[src/rtl/multdiv_pkg.sv]
// Shared constants, state encoding and helpers for the MULT/DIV sequencer.
package multdiv_pkg;

    localparam int DATA_W = 32;
    localparam int ITER   = 32;
    localparam int CNT_W  = 6;

    typedef enum logic [1:0] {
        IDLE = 2'd0,
        MULT = 2'd1,
        DIV  = 2'd2,
        DONE = 2'd3
    } state_e;

    // Two's-complement magnitude; 0x80000000 maps to itself, read as unsigned.
    function automatic logic [DATA_W-1:0] mag(input logic [DATA_W-1:0] x);
        return x[DATA_W-1] ? -x : x;
    endfunction

endpackage

[src/rtl/multdiv_seq_div_step.sv]
// One iteration of unsigned restoring division: shift the next dividend bit
// into the partial remainder, keep the trial difference only if it is
// non-negative, and shift the resulting quotient bit in.
module div_step
    import multdiv_pkg::*;
(
    input  logic [DATA_W-1:0] rem,
    input  logic [DATA_W-1:0] quo,
    input  logic [DATA_W-1:0] dvs,
    output logic [DATA_W-1:0] rem_next,
    output logic [DATA_W-1:0] quo_next
);

    logic [DATA_W:0] shifted;
    logic            fits;

    // Trial subtract; a failed trial restores by keeping the shifted remainder.
    always_comb begin
        shifted  = {rem, quo[DATA_W-1]};
        fits     = (shifted >= {1'b0, dvs});
        rem_next = fits ? DATA_W'(shifted - {1'b0, dvs}) : shifted[DATA_W-1:0];
        quo_next = {quo[DATA_W-2:0], fits};
    end

endmodule

[src/rtl/multdiv_seq.sv]
// Sequencer and datapath for the MULT/DIV unit feeding HI/LO.
//
//   state | meaning
//   ------+-----------------------------------------------------------
//   IDLE  | waiting for start_mult / start_div
//   MULT  | radix-2 Booth, one iteration per clock, ITER iterations
//   DIV   | restoring division on magnitudes, ITER iterations
//   DONE  | done (and div_zero if applicable) for one cycle
//
// acc/q/m are shared: in MULT they are Booth upper half / multiplier /
// multiplicand, in DIV partial remainder / dividend-then-quotient / divisor.
module multdiv_seq
    import multdiv_pkg::*;
(
    input  logic              clk,
    input  logic              reset,
    input  logic              start_mult,
    input  logic              start_div,
    input  logic [DATA_W-1:0] op_a,
    input  logic [DATA_W-1:0] op_b,
    output logic              busy,
    output logic              done,
    output logic              div_zero,
    output logic [DATA_W-1:0] hi_out,
    output logic [DATA_W-1:0] lo_out
);

    localparam logic [1:0] S_IDLE = 2'(IDLE);
    localparam logic [1:0] S_MULT = 2'(MULT);
    localparam logic [1:0] S_DIV  = 2'(DIV);
    localparam logic [1:0] S_DONE = 2'(DONE);

    logic [1:0]        state;
    logic [CNT_W-1:0]  cnt;
    logic [DATA_W-1:0] acc;
    logic [DATA_W-1:0] q;
    logic [DATA_W-1:0] m;
    logic              q_m1;
    logic              neg_q;
    logic              neg_r;
    logic              dz;

    logic [DATA_W:0]   booth_sum;
    logic [DATA_W-1:0] rem_next;
    logic [DATA_W-1:0] quo_next;
    logic              last;

    // Booth add/subtract on a sign-extended upper half so -2^31 * -2^31 stays exact.
    always_comb begin
        case ({q[0], q_m1})
            2'b01:   booth_sum = {acc[DATA_W-1], acc} + {m[DATA_W-1], m};
            2'b10:   booth_sum = {acc[DATA_W-1], acc} - {m[DATA_W-1], m};
            default: booth_sum = {acc[DATA_W-1], acc};
        endcase
    end

    div_step u_div_step (
        .rem      (acc),
        .quo      (q),
        .dvs      (m),
        .rem_next (rem_next),
        .quo_next (quo_next)
    );

    assign last     = (cnt == CNT_W'(ITER - 1));
    assign busy     = (state != S_IDLE);
    assign done     = (state == S_DONE);
    assign div_zero = dz;

    // Sequencer, iteration registers and HI/LO result registers.
    always_ff @(posedge clk or negedge reset) begin
        if (!reset) begin
            state  <= S_IDLE;
            cnt    <= '0;
            acc    <= '0;
            q      <= '0;
            m      <= '0;
            q_m1   <= 1'b0;
            neg_q  <= 1'b0;
            neg_r  <= 1'b0;
            dz     <= 1'b0;
            hi_out <= '0;
            lo_out <= '0;
        end else begin
            case (state)
                S_IDLE: begin
                    cnt <= '0;
                    if (start_mult) begin
                        acc   <= '0;
                        q     <= op_b;
                        q_m1  <= 1'b0;
                        m     <= op_a;
                        state <= S_MULT;
                    end else if (start_div) begin
                        if (op_b == '0) begin
                            // HI/LO deliberately untouched; only the flag is raised.
                            dz    <= 1'b1;
                            state <= S_DONE;
                        end else begin
                            acc   <= '0;
                            q     <= mag(op_a);
                            m     <= mag(op_b);
                            neg_q <= op_a[DATA_W-1] ^ op_b[DATA_W-1];
                            neg_r <= op_a[DATA_W-1];
                            state <= S_DIV;
                        end
                    end
                end
                S_MULT: begin
                    acc  <= booth_sum[DATA_W:1];
                    q    <= {booth_sum[0], q[DATA_W-1:1]};
                    q_m1 <= q[0];
                    if (last) begin
                        hi_out <= booth_sum[DATA_W:1];
                        lo_out <= {booth_sum[0], q[DATA_W-1:1]};
                        cnt    <= '0;
                        state  <= S_DONE;
                    end else begin
                        cnt <= cnt + CNT_W'(1);
                    end
                end
                S_DIV: begin
                    acc <= rem_next;
                    q   <= quo_next;
                    if (last) begin
                        lo_out <= neg_q ? -quo_next : quo_next;
                        hi_out <= neg_r ? -rem_next : rem_next;
                        cnt    <= '0;
                        state  <= S_DONE;
                    end else begin
                        cnt <= cnt + CNT_W'(1);
                    end
                end
                S_DONE: begin
                    dz    <= 1'b0;
                    state <= S_IDLE;
                end
                default: begin
                    state <= S_IDLE;
                end
            endcase
        end
    end

endmodule

[config.mk]
export PLATFORM = sky130hd
export DESIGN_NAME = multdiv_seq
export DESIGN_NICKNAME = d
export VERILOG_FILES = /design/src/rtl/multdiv_pkg.sv /design/src/rtl/multdiv_seq_div_step.sv /design/src/rtl/multdiv_seq.sv
export SDC_FILE = /design/constraint.sdc
export NUM_CORES = 1
export LEC_CHECK = 0
export ABC_AREA = 1
export BUFFER_PORTS_ARGS = -buffer_cell sky130_fd_sc_hd__clkbuf_2
export CORE_ASPECT_RATIO = 1.2
export CORE_MARGIN = 5
export CORE_UTILIZATION = 58
export CTS_BUF_LIST = sky130_fd_sc_hd__clkbuf_8
export CTS_CLUSTER_SIZE = 20
export DETAILED_ROUTE_END_ITERATION = 7
export MAX_ROUTING_LAYER = met4
export PLACE_DENSITY = 0.77
export SYNTH_ARGS = -nofsm -noshare
export SYNTH_HDL_FRONTEND = slang
export SYNTH_SLANG_ARGS = --single-unit
[constraint.sdc]
create_clock -name clk -period 3.8 [get_ports clk]
set_input_delay 0.57 -clock clk [delete_from_list [all_inputs] [get_ports clk]]
set_output_delay 0.57 -clock clk [all_outputs]
set_load 0.02 [all_outputs]
# == Word-level counts from Yosys, hierarchy flattened ==
# Cells that the tools add are included.
# word_totals
reg_bits,172
input_bits,68
# classes
addsub,8
order_cmp,1
n_eq_ne,16
muxes,36
bitwise_logic,3
reduce_logical,17
# ops
cell,n
2-to-1 mux 32 bit,18
one-hot mux 32 bit (3 select lines),2
negation 32 bit,4
one-hot mux 32 bit (2 select lines),2
one-hot mux 33 bit (2 select lines),1
adder 32 x 32 -> 33 bit,1
greater-or-equal comparator 33 x 32 -> 1 bit,1
subtractor 32 x 32 -> 33 bit,1
logical NOT 32 bit,1
subtractor 32 bit,1
"!= test 2 bit, second input constant",7
one-hot mux 6 bit (2 select lines),1
nonzero test 2 bit,6
AND reduction 3 bit,3
AND reduction 4 bit,2
"adder 6 x 1 -> 6 bit, second input constant",1
"== test 2 bit, second input constant",3
"== test 6 x 5 -> 1 bit, second input constant",1
2-to-1 mux 2 bit,3
2-to-1 mux 6 bit,1
"!= test 3 bit, second input constant",2
one-hot mux 2 bit (3 select lines),1
2-to-1 mux 1 bit,5
"== test 2 x 1 -> 1 bit, second input constant",2
other kinds (8),11

# == Depth between registers and ports, before layout ==
# logic_depth
word_depth,6
depth_mapped,30
ltp_nobuf,30

# == Cells and area by module ==
# From an unflattened synthesis, not the netlist that was laid out.
# hier_totals
hier_cells,3250
area_unflattened_um2,19039.5
# modules_own_cells
module,instances,cells_per_inst,area_each_um2,seq_area_each_um2
multdiv_seq,1,2571,15638.7,4304.1
div_step,1,679,3400.8,0.0

# == Worst setup path after synthesis ==
# No wires, ideal clock.
# synth_path
path_kind,register -> register
from,register m[1]
to,register hi_out[31]
arrival_ns,3.694
required_time_ns,3.684
slack_ns,-0.010
path_stages_with_launch,29
path_buffers,0
cell_sequence,dfrtp_1 > nor3_1 > nand2_1 > nor3_1 > nand3_1 > nor3_1 > nand2_1 > inv_1 > nand2_1 > nor2_1 > nand3_1 > o21ai_1 > o21ai_0 > xor2_1 > inv_1 > ha_1 > inv_1 > nor3_1 > nand2_1 > nor2_1 > nor2_1 > a21boi_0 > or2_2 > nand4_1 > nand2_1 > o21ai_0 > inv_1 > nand2_1 > nand2_1
# synth_via
elab_chain_len,6
word_cells_on_any_way,11
classes_between,add/sub: 4; order compare: 1; mux: 6
# synth_rtl
item,line,text
from (decl),multdiv_seq.sv:37,logic [DATA_W-1:0] m;
from (signal assigned),multdiv_seq.sv:92,m <= op_a;
from (signal assigned),multdiv_seq.sv:102,m <= mag(op_b);
subtractor 32 bit or greater-or-equal comparator 33 x 32 -> 1 bit (tied branches),"multdiv_seq_div_step.sv:21, multdiv_seq_div_step.sv:20",
2-to-1 mux 32 bit,multdiv_seq_div_step.sv:21,"rem_next = fits ? DATA_W'(shifted - {1'b0, dvs}) : shifted[DATA_W-1:0];"
negation 32 bit,multdiv_seq.sv:127,hi_out <= neg_r ? -rem_next : rem_next;
2-to-1 mux 32 bit,multdiv_seq.sv:127,
2-to-1 mux 32 bit,multdiv_seq.sv:125,if (last) begin
one-hot mux 32 bit (2 select lines) *,multdiv_seq.sv:85,case (state)
to (signal assigned),multdiv_seq.sv:114,hi_out <= booth_sum[DATA_W:1];
to (signal assigned),multdiv_seq.sv:127,
to (decl),multdiv_seq.sv:24,"output logic [DATA_W-1:0] hi_out,"
# Mark *: on every way between the ends. The rest lies on a longest branch, timed or not. The select of a mux whose other input is x is not followed.
# A chain may end at the register's enable or synchronous reset.

# == Worst setup path in the final report ==
# layout_path
from,register m[0]
to,register acc[19]
# layout_via
elab_chain_len,3
word_cells_on_any_way,7
classes_between,add/sub: 3; order compare: 1; mux: 3
# layout_rtl
item,line,text
subtractor 32 x 32 -> 33 bit (tied with other cells),multdiv_seq.sv:52,"2'b10: booth_sum = {acc[DATA_W-1], acc} - {m[DATA_W-1], m};"
one-hot mux 33 bit (2 select lines) or 2-to-1 mux 32 bit (tied branches),"multdiv_seq.sv:50, multdiv_seq_div_step.sv:21",
one-hot mux 32 bit (3 select lines) *,multdiv_seq.sv:85,
to (signal assigned),multdiv_seq.sv:110,acc <= booth_sum[DATA_W:1];
to (signal assigned),multdiv_seq.sv:123,acc <= rem_next;
to (decl),multdiv_seq.sv:35,logic [DATA_W-1:0] acc;
# Mark *: on every way between the ends. The rest lies on a longest branch, timed or not.

==> metrics <==
Root Buffer=clkbuf_8; synthesized flop and latch total=172; Least-Margin Pin Slew=1010 ps; Clk Latency, worst-skew pair=530 ps; unrepaired setup endpoints after global routing=yes; TritonRoute pass-1 iters=7; area taken by multi-input logic gates=0.0125 mm^2; vias in the first global route=21.0k; final hold vios=0; Post-CTS Hold Fix Bufs=0; DP Wirelength=57000 um; Synth Instances=2863; syn_area_per_cell=6.20 um^2; Register Area=0.00432 mm^2; DR iter-0 viols=2694; run status=finished, violations left; WS Path Type=reg -> reg; Routed WL=75300 um; crit path max fanout=3; WL/cell=21.0 um; first-pass GRT wire length=113000 um; area grow syn2layout=23.6%; Period minus WS final=4330 ps; Clock Pin Slew Worst Setup and Hold Paths=130 ps; Max Cap Violations=0; Final nets=3318; die span in x=170 um; core area=0.0303 mm^2; part of the cycle the worst path needs=114%; Cell Area, Placed=0.0202 mm^2; ys flop type=dfrtp_1; routability cong.=1.07; GRT overflow=0; Synth warnings=0; failing checks=setup timing; site row count=70; # port buffers=134; CTS Buffer Depth=2; WP data arrival=4720 ps; share of the synthesized area in the top cell type=24.3%; sequential fraction of the synthesis area=24.3%; Setup crit start kind=flop; CP required=4190 ps; syn_nets=3009; fraction of registers with async set/reset=100%; Initial Util=58.5%; largest net degree at the start of global routing=88; CTS Sinks=172; Filler Cell Count=2525; Max transition margin=32.4%; I/O pin total=135; Slew Limit Fails=0; layout cells sized above 1=22.4%; DR DRC count=0; Vias/cell=6.13; Final Skew=35.6 ps; EDFF count, synth=0; Tightest Hold Check Type=in -> async; FMAX=0.231 GHz; final setup vio count=44; Synth area leader=dfrtp_1; GRT Resource Usage Total=43.5%; Vias=22.0k; post-route ant nets=0; CP Capture Type=flop; most common cell in the netlist=nand2_1; die area=0.0342 mm^2; htree depth=4; Synth top cells by count=nand2_1 (852), inv_1 (369), o21ai_0 (239); overall die height=202 um; CTS Buf Count=17; Synth cell types=59; initial antenna violation count=2; TritonCTS clock tree=built; top post-synthesis cells by area=dfrtp_1 (24%), nand2_1 (18%), inv_1 (7.8%); synthesized area=0.0177 mm^2; final cell area excluding filler cells=0.0219 mm^2; Worst Slack Setup Final=-535 ps
[flip-flops by register name, summed over array words and instances, names as in the netlist]
name / cells
lo_out: 32
acc: 32
state: 2
div_zero: 1
q_m1: 1
cnt: 6
neg_q: 1
hi_out: 32
q: 32
m: 32
neg_r: 1
[timing repair]
| action | in CTS | in global routing |
|---|---|---|
| endpoints found under the setup margin | 41 | 54 |
| gates resized for setup | 126 | 157 |
| setup buffers | 20 | 21 |
| gates cloned | 0 | 0 |
| pin swaps | 34 | 65 |
| hold endpoints to repair | 0 | 0 |
[critical path, stage by stage (launching register included)]
cell and delay, ps:
dfrtp_1 400, buf_6 130, nor3_4 200, nand2_2 160, nor3_4 270, nand3_2 150
buf_4 160, buf_6 100, buf_4 130, buf_4 130, nand2_2 70, xor2_2 190
inv_2 70, ha_4 250, a21o_1 200, buf_4 150, a31oi_1 140, o21ai_1 100
o21bai_2 240, buf_4 160, nand2_1 50, nand2_1 50, or2_2 270, nand3_1 140
nand2_1 70, a22oi_1 130, o21ai_0 90
[logic make-up (layout without fill, tap and decap cells)]
group / Yosys count / count (layout) / share of synthesized area [%]
adders and majority gates: 78 / 78 / 5.59
DFF: 172 / 172 / 24.3
other: 0 / 1 / 0
buffers and inverters: 494 / 816 / 10.9
muxes: 6 / 6 / 0.339
xor gates and xnor gates: 113 / 113 / 5.58
and+or+nand+nor: 1412 / 1412 / 33.9
AOI/OAI and AO/OA: 588 / 588 / 19.4
[metal layers]
| layer | share of wire, % | global-route usage (%) | vias up |
|---|---|---|---|
| li1 | - | - | 10034 |
| met1 | 34 | 47.7 | 10031 |
| met2 | 46 | 67.7 | 1455 |
| met3 | 8.6 | 7.19 | 442 |
| met4 | 11 | 37.6 | 0 |
| met5 | 0 | - | - |
[layout make-up]
class | instances | area share, %
timing repair buffer | 400 | 12.7
inverter | 384 | 6.61
tap | 396 | 2.26
sequential | 172 | 19.7
clock inverter | 15 | 0.787
clock buffer | 17 | 1.07
multi-input combinational | 2197 | 56.9
antenna | 1 | 0.0114
[worst paths after layout]
path | from | to | slack [ps] | depth (start not counted)
max | m[0] | acc[19] | -530 | 26
max in group asynchronous | reset | q[1] | 2770 | 2
min | reset | m[27] | 90 | 1
max reg2reg | m[0] | acc[19] | -530 | 26
min in group clk | op_b[0] | m[0] | 350 | 3
min reg2reg | lo_out[26] | lo_out[26] | 490 | 2
[metrics by stage]
step	setup WS, ps	hold slack (ps)	TNS [ps]	std cells	utilization (%)
detailed placement	-708	466	-17350	3509	66.7
global route	-834	136	-26740	3582	72.4
finish	-535	87.5	-14820	3582	72.4
floorplan	21.5	274	0	2863	-
global placement	-536	461	-9520	3509	66.7
CTS	-127	109	-1660	3560	70.1
[cells in the final DEF, fill, tap and decap left out, types with 46 or more instances in the layout]
cell type / instances
a21oi_1: 114
buf_4: 251
clkbuf_2: 133
dfrtp_1: 163
ha_1: 47
inv_1: 349
nand2_1: 820
nand2_2: 46
nand3_1: 139
nor2_1: 205
o211ai_1: 74
o21ai_0: 193
o21ai_1: 49
xor2_1: 95
Power is not shown: default switching activity piles up to over one toggle a cycle in this logic, so the estimate is an artifact.
